**config.mk**
```make
export PLATFORM = sky130hd
export DESIGN_NAME = launch_controller
export DESIGN_NICKNAME = d
export VERILOG_FILES = /design/src/rtl/ctrl_pkg.sv /design/src/rtl/key_repeat.sv /design/src/rtl/launch_controller.sv
export SDC_FILE = /design/constraint.sdc
export NUM_CORES = 1
export LEC_CHECK = 0
export BUFFER_PORTS_ARGS = -buffer_cell sky130_fd_sc_hd__clkbuf_2
export CORE_UTILIZATION = 48
export CTS_CLUSTER_DIAMETER = 100
export CTS_CLUSTER_SIZE = 12
export DETAILED_ROUTE_END_ITERATION = 7
export GPL_TIMING_DRIVEN = 0
export HOLD_SLACK_MARGIN = 0.15
export PLACE_DENSITY = 0.72
export SKIP_LAST_GASP = 1
export SLEW_MARGIN = 20
export SYNTH_ARGS = -nofsm -noshare
export SYNTH_HDL_FRONTEND = slang
export SYNTH_SLANG_ARGS = --single-unit
export TNS_END_PERCENT = 5
```
**constraint.sdc**
```tcl
create_clock -name clk -period 8.95 [get_ports clk]
set_input_delay 2.685 -clock clk [delete_from_list [all_inputs] [get_ports clk]]
set_output_delay 2.685 -clock clk [all_outputs]
set_load 0.005 [all_outputs]
```
**src/rtl/ctrl_pkg.sv**
```systemverilog
// Shared types and key/limit constants for the turn/aim sequencer.
package ctrl_pkg;

  typedef enum logic [1:0] {
    AIM    = 2'd0,
    LAUNCH = 2'd1,
    FLIGHT = 2'd2,
    SETTLE = 2'd3
  } turn_state_t;

  localparam logic [7:0] KEY_LEFT  = 8'h50;
  localparam logic [7:0] KEY_RIGHT = 8'h4F;
  localparam logic [7:0] KEY_UP    = 8'h52;
  localparam logic [7:0] KEY_DOWN  = 8'h51;
  localparam logic [7:0] KEY_SPACE = 8'h2C;

  localparam logic [3:0] ANGLE_MAX = 4'd8;
  localparam logic [2:0] POWER_MAX = 3'd7;

  function automatic logic is_aim_key(input logic [7:0] k);
    return (k == KEY_LEFT) || (k == KEY_RIGHT) || (k == KEY_UP) || (k == KEY_DOWN);
  endfunction

endpackage

```
**src/rtl/key_repeat.sv**
```systemverilog
// Keyboard front end: per-frame aim-step strobes with auto-repeat and an edge-only fire strobe.
module key_repeat
  import ctrl_pkg::*;
#(
  parameter int REPEAT_FRAMES = 8
) (
  input  logic       clk,
  input  logic       reset,
  input  logic       frame_tick,
  input  logic [7:0] keycode,
  output logic       step_left,
  output logic       step_right,
  output logic       step_up,
  output logic       step_down,
  output logic       fire_edge
);

  localparam logic [7:0] RPT_LAST = 8'(REPEAT_FRAMES - 1);

  logic [7:0] prev_key;
  logic [7:0] rep_cnt;
  logic       key_new;
  logic       rep_hit;
  logic       step;

  // A new key restarts the repeat phase; a held key steps each time the counter wraps.
  assign key_new = (keycode != prev_key);
  assign rep_hit = !key_new && (rep_cnt == RPT_LAST);
  assign step    = frame_tick && is_aim_key(keycode) && (key_new || rep_hit);

  assign step_left  = step && (keycode == KEY_LEFT);
  assign step_right = step && (keycode == KEY_RIGHT);
  assign step_up    = step && (keycode == KEY_UP);
  assign step_down  = step && (keycode == KEY_DOWN);
  assign fire_edge  = frame_tick && key_new && (keycode == KEY_SPACE);

  always_ff @(posedge clk) begin
    if (reset) begin
      prev_key <= 8'h00;
      rep_cnt  <= 8'd0;
    end else if (frame_tick) begin
      prev_key <= keycode;
      if (key_new || rep_hit) rep_cnt <= 8'd0;
      else                    rep_cnt <= rep_cnt + 8'd1;
    end
  end

endmodule

```
**src/rtl/launch_controller.sv**
```systemverilog
// Turn sequencer: aim editing, launch pulse with muzzle latch, flight wait, settle, then player hand-off.
module launch_controller
  import ctrl_pkg::*;
#(
  parameter int         REPEAT_FRAMES  = 8,
  parameter int         SETTLE_FRAMES  = 30,
  parameter int         FLIGHT_TIMEOUT = 600,
  parameter logic [9:0] MUZZLE_DY      = 10'd6,
  parameter logic [3:0] ANGLE_INIT     = 4'd2,
  parameter logic [2:0] POWER_INIT     = 3'd3
) (
  input  logic       clk,
  input  logic       reset,
  input  logic       frame_tick,
  input  logic [7:0] keycode,
  input  logic       boomed,
  input  logic [9:0] p0X,
  input  logic [9:0] p0Y,
  input  logic [9:0] p1X,
  input  logic [9:0] p1Y,
  output logic       launch,
  output logic [9:0] launchX,
  output logic [9:0] launchY,
  output logic [3:0] angle,
  output logic [2:0] power,
  output logic       player,
  output logic       turn_busy,
  output logic [1:0] dbg_state
);

  localparam logic [9:0] TIMEOUT_LAST = 10'(FLIGHT_TIMEOUT - 1);
  localparam logic [9:0] SETTLE_LAST  = 10'(SETTLE_FRAMES - 1);

  turn_state_t state;
  logic [3:0]  angle_r [2];
  logic [2:0]  power_r [2];
  logic [9:0]  frame_cnt;
  logic        boom_low;
  logic        step_left, step_right, step_up, step_down, fire_edge;

  key_repeat #(.REPEAT_FRAMES(REPEAT_FRAMES)) u_keys (
    .clk        (clk),
    .reset      (reset),
    .frame_tick (frame_tick),
    .keycode    (keycode),
    .step_left  (step_left),
    .step_right (step_right),
    .step_up    (step_up),
    .step_down  (step_down),
    .fire_edge  (fire_edge)
  );

  always_ff @(posedge clk) begin
    if (reset) begin
      state      <= AIM;
      player     <= 1'b0;
      launch     <= 1'b0;
      launchX    <= 10'd0;
      launchY    <= 10'd0;
      angle_r[0] <= ANGLE_INIT;
      angle_r[1] <= ANGLE_INIT;
      power_r[0] <= POWER_INIT;
      power_r[1] <= POWER_INIT;
      frame_cnt  <= 10'd0;
      boom_low   <= 1'b0;
    end else if (frame_tick) begin
      case (state)
        AIM: begin
          // Fire wins over any aim step in the same frame.
          if (fire_edge) begin
            launch  <= 1'b1;
            state   <= LAUNCH;
            launchX <= player ? p1X : p0X;
            launchY <= (player ? p1Y : p0Y) - MUZZLE_DY;
          end else begin
            if (step_left  && angle_r[player] != 4'd0)      angle_r[player] <= angle_r[player] - 4'd1;
            if (step_right && angle_r[player] != ANGLE_MAX) angle_r[player] <= angle_r[player] + 4'd1;
            if (step_down  && power_r[player] != 3'd0)      power_r[player] <= power_r[player] - 3'd1;
            if (step_up    && power_r[player] != POWER_MAX) power_r[player] <= power_r[player] + 3'd1;
          end
        end
        LAUNCH: begin
          launch    <= 1'b0;
          state     <= FLIGHT;
          frame_cnt <= 10'd0;
          boom_low  <= 1'b0;
        end
        FLIGHT: begin
          // Only a 0 -> 1 transition of boomed ends the flight early.
          if ((boom_low && boomed) || frame_cnt == TIMEOUT_LAST) begin
            state     <= SETTLE;
            frame_cnt <= 10'd0;
          end else begin
            frame_cnt <= frame_cnt + 10'd1;
            if (!boomed) boom_low <= 1'b1;
          end
        end
        SETTLE: begin
          if (frame_cnt == SETTLE_LAST) begin
            player    <= ~player;
            state     <= AIM;
            frame_cnt <= 10'd0;
          end else begin
            frame_cnt <= frame_cnt + 10'd1;
          end
        end
        default: state <= AIM;
      endcase
    end
  end

  assign angle     = angle_r[player];
  assign power     = power_r[player];
  assign turn_busy = (state != AIM);
  assign dbg_state = state;

endmodule

```
* After elaboration in Yosys (flattened, before gate mapping)
Memories as Yosys holds them, arrays and structs flattened. A register that Yosys moved wholly into a read port is not among the register bits.
Cells that the tools add are included.
** Word-level totals
- Output and inout port bits :: 32
- Flip-flop bits (word level) :: 51
- ROM bits :: 0
- Memory bits (writable) :: 14
- Memories :: 2
- Bits in latches :: 0
- Input bits :: 52
** Memory list
- angle_r :: depth 2, width 4, rd ports 1, clocked after Yosys merged registers in 1, wr ports 2, RTL line launch_controller.sv:35 : logic [3:0] angle_r [2];
- power_r :: depth 2, width 3, rd ports 1, clocked after Yosys merged registers in 1, wr ports 2, RTL line launch_controller.sv:36 : logic [2:0] power_r [2];
** Operators by class
- Shifts and indexed selects :: 0
- Reduce and logical (&&, ||, !) cells :: 35
- Add/sub/neg operators :: 7
- Divide/modulo/power cells :: 0
- Bitwise logic cells :: 3
- Mux-type cells :: 53
- Equal/unequal tests :: 19
- Magnitude comparators :: 0
- Multiply operators :: 0
** Operator list (number)
- $mux 10 :: 4
- $mux 1 :: 37
- $eq 8x7->1 const B :: 4
- $pmux 10 s3 :: 1
- $logic_and 1x1->1 :: 14
- $add 10x1->10 const B :: 1
- $eq 10x10->1 const B :: 1
- $eq 10x5->1 const B :: 1
- $ne 2x2->1 const B :: 5
- $sub 10x3->10 const B :: 1
- $reduce_and 3->1 :: 3
- $add 8x1->8 const B :: 1
- $eq 8x3->1 const B :: 1
- $eq 8x6->1 const B :: 1
- $mux 4 :: 2
- $mux 8 :: 1
- $ne 8x8->1 :: 1
- $pmux 2 s4 :: 1
- $reduce_and 4->1 :: 2
- $mux 2 :: 3
- $mux 3 :: 2
- $reduce_bool 2->1 :: 3
- $reduce_bool 3->1 :: 2
- $logic_or 1x1->1 :: 5
- other kinds (17) :: 20

* Logic depth before layout (Yosys ltp)
- Word-level depth :: 17
- Mapped depth :: 10
- Depth with buffers taken out :: 10

* Modules after synthesis
From an unflattened synthesis, not the netlist that was laid out.
** Second synthesis, totals
- Cells, all modules :: 395
- Area total of the unflattened synthesis :: 3718.6 sq um
** Modules (own cells, without submodules)
- launch_controller :: sequential area each 1141.1 sq um, cells an instance 295, times used 1, area each 2781.4 sq um
- key_repeat :: sequential area each 320.3 sq um, cells an instance 100, times used 1, area each 937.1 sq um

* Least setup slack after synthesis
Ideal clock, no wire load.
- Path kind :: input to register
- From :: input keycode[1]
- To :: memory angle_r[1][1], data pin
- Data arrival time :: 4873 ps
- Buffers on the path :: 0
- Setup slack :: 3805 ps
- Cell stages on the path :: 6
- Path through :: xor2_1 -> or4_4 -> o311a_2 -> nand4_1 -> fa_1 -> or4_1
** RTL lines
- start, declared :: RTL line launch_controller.sv:15 : input logic [7:0] keycode,
- end, declared :: RTL line launch_controller.sv:35

==> run summary <==
The synthesized design contains 14 enable-type register cells. The number of clock sinks is 66. The tools report the total of endpoints with negative setup slack in the final report as 0. The logs give 0.0962 mV for the maximum resistive drop on vdd and 0 for the synthesis warning total. The run gives 103 as the initial DRC count.

The total area inside the core boundary comes to 0.00733 sq mm. The internal power of the cells totals 0.485 mW. For the number of setup buffers added after CTS, the log shows 0. The switching share of power is 0.242. Post-synthesis async set-or-reset flop share: 0.

The run finished with clean final reports. The netlist uses 59 different library cells. The post-CTS resize count came out at 0. Element type at the critical path end: a flip-flop.

The number of clock buffers added by TritonCTS is 9. The number of antenna cells inserted came out at 0. The worst hold path passes through 2 cells. The critical path in this run is classified as input pin to flip-flop. Setup repair after global routing left no endpoint under its margin.

The horizontal die dimension came out at 89.6 microns. Sequential group share of total power: 0.487. The run gives 0.818 as the weighted congestion reported at the end of routability-driven placement.

STA classifies the critical path startpoint as an input pin. After clock tree synthesis, the clock-pin slew on the worst setup and hold paths is 0.08 ns. The depth of the worst register-to-register path was 7; the final critical-path share of the clock period was 0.572.

Along the worst path, the maximum fanout reaches 6. The run gives 0 as the count of pins over their slew limit. The first detailed-routing pass took 4 iterations.

Static timing analysis puts the maximum clock frequency at 0.195 GHz. Data on the critical path arrives at its endpoint at 5.19 ns. Buffers placed on the I/O ports in this run total 82. After synthesis, the mean cell area works out to 9.68 sq um. The routed length per instance was 14.2 microns; the die outline height was 89.6 microns.

The logs give 0.155 mW for the switching power and 445 for the total nets after synthesis. In this run the clock root is driven by a clkbuf_8. Final core area utilization: 0.606. Effective utilization at floorplan: 0.503. In this run the core area contains 31 standard-cell rows.

At the end of the flow, the number of nets in the layout was 538. On the final layout, the worst clock skew is 0.0172 ns. The instance count of the mapped netlist is 381. After filler insertion, the fill cell instance count of the layout stands at 592. For this design the ratio of total power to cell area is 144 mW/mm^2. TritonCTS built the clock tree. In this run the static leakage power is 1.66 nW. Leaving out fill and tap cells, the most frequent cells in the layout are 82 x clkbuf_2, 52 x dfxtp_1, 50 x nor2_1, 36 x mux2i_1, 23 x nand2_1. In the synthesized netlist the dominant register cell turns out to be dfxtp_1.

The fraction of layout instances using a drive strength above 1 is 0.253. The library cell used most frequently in the layout, excluding fill and tap cells, is clkbuf_2. In the final layout, the multi-input gates occupy 0.00209 sq mm. Count of state elements after synthesis: 66.

The run gives 0.396 as the sequential-to-total area share from yosys stat. The tools report the count of antenna-violating nets left after detailed routing as 0. Max-cap violations in this run came to 0.

For this design the top-level I/O count stands at 84. The area of the mapped netlist was 0.00369 sq mm; the clock share of power was 0.430. After clock tree synthesis, the flow added hold-fix buffers numbering 0. The worst endpoint required time was 9.02 ns; the maximum level of the CTS H-tree was 3. The tools report the total die area as 0.00804 sq mm. Registers take 0.00146 sq mm. The slew of the pin with the lowest slew margin came out at 0.711 ns. The via count of the first global-routing pass is 2,988. The all-layer global routing usage is 0.223.

After routing, the total negative slack on setup checks comes to 0 ns. The growth of design area from synthesis to finish came out at 20.5%. The largest net degree at the start of global routing is 13. HPWL after detailed placement: 6300 microns.

The relative slew slack came out at 0.526. Count of final hold-check violations: 0. The overall via count from detail_route is 3,107.

The count of unresolved DRC violations after routing is 0. The run gives 0 as the number of antenna violations at the first check in global routing. The worst hold path belongs to the class flip-flop to flip-flop.

The routed design could run at a clock period as short as 5.12 ns. The first global-routing pass estimated 13,500 microns of wire. The run gives 0.084 as the part of the power in combinational logic. The number of buffers between clock root and the deepest sink is 2, and the routed wire length is 8190 microns.

For the source-to-sink clock delay at the later pin of the worst-skew pair, the log shows 0.35 ns. The total global routing overflow was 0; the number of vias per cell after detailed routing was 5.38.
path summary, 6_finish.rpt:
check / startpoint / to / slack, ns
worst max register to register: u_keys.rep_cnt[0]$_SDFFE_PP0P_ / angle_r[0][1]$_SDFFCE_PN1P_ / 5.84
worst max-delay path: keycode[1] / angle_r[0][1]$_SDFFCE_PN1P_ / 3.83
worst min-delay path: launchY[8]$_SDFFE_PP0P_ / launchY[8]$_SDFFE_PP0P_ / 0.48
worst min register to register: launchY[8]$_SDFFE_PP0P_ / launchY[8]$_SDFFE_PP0P_ / 0.48
per-stage QoR:
| stage | hold slack (ns) | total power, mW | cells | worst slack (ns) | cell area (sq um) |
|---|---|---|---|---|---|
| 4_1_cts | 0.480 | 0.644 | 578 | 3.84 | 4440 |
| 2_1_floorplan | 0.458 | 0.349 | 381 | 3.81 | 3690 |
| 6_report | 0.481 | 0.640 | 578 | 3.83 | 4440 |
| 3_3_place_gp | 0.465 | 0.370 | 562 | 3.51 | 4220 |
| 3_5_place_dp | 0.466 | 0.372 | 562 | 3.48 | 4220 |
| 5_1_grt | 0.510 | 0.666 | 578 | 3.71 | 4440 |
sequential cells by signal (all words and copies together) (netlist names), named ones only:
register         count
angle_r              8
boom_low             1
dbg_state            2
frame_cnt           10
launch               1
launchX             10
launchY             10
player               1
power_r              6
u_keys.prev_key      8
u_keys.rep_cnt       8
power by group through the flow:
stage	clock network, mW	logic (mW)	registers [mW]
2_1_floorplan	0	0.0311	0.318
3_3_place_gp	0	0.0523	0.318
3_5_place_dp	0	0.0535	0.318
4_1_cts	0.279	0.0538	0.311
5_1_grt	0.294	0.0596	0.312
6_report	0.275	0.0537	0.311
synth_stat cells (all sizes together) (5+ instances only):
| cell | n | area [sq um] |
|---|---|---|
| dfxtp | 52 | 1040 |
| a21oi | 12 | 60.1 |
| mux2i | 36 | 360 |
| nand2 | 23 | 86.3 |
| nand3 | 5 | 25.0 |
| a211oi | 16 | 133 |
| nand4 | 9 | 71.3 |
| xor2 | 16 | 140 |
| nor2 | 50 | 188 |
| edfxtp | 14 | 420 |
| clkbuf | 12 | 45.0 |
| nor4 | 11 | 87.6 |
| ha | 10 | 125 |
| inv | 14 | 52.6 |
| o21ai | 11 | 55.1 |
| mux2 | 6 | 67.6 |
| nor3 | 8 | 40.0 |
| nor3b | 6 | 45.0 |
| xnor2 | 16 | 140 |
layer usage:
metal	global-route usage	vias up	routed length (microns)
met2	0.371	109	3840
met3	0.0795	14	598
met5	0	-	0
met4	0.0823	0	119
met1	0.265	1416	3630
li1	-	1568	-
critical path: stages:
cell and delay, ns:
clkbuf_2 0.14, xor2_1 0.19, or4_4 0.56, o311a_2 0.46
nand4_1 0.18, fa_1 0.45, or4_1 0.53
cell type report:
class / count / share of cell area
buffer: 16 / 0.0183
clock inverter: 5 / 0.0135
inverter: 15 / 0.0127
timing repair buffer: 82 / 0.0923
clock buffer: 11 / 0.0366
sequential: 66 / 0.329
multi-input combinational: 284 / 0.470
tap: 99 / 0.0279
cell families after synthesis:
family          synth area share
compound gates             0.113
mux                        0.116
buf+inv                   0.0373
simple gates               0.216
xor+xnor                  0.0760
flops                      0.396
fa+ha+maj                 0.0448
Power figures use the tool's default switching activity.
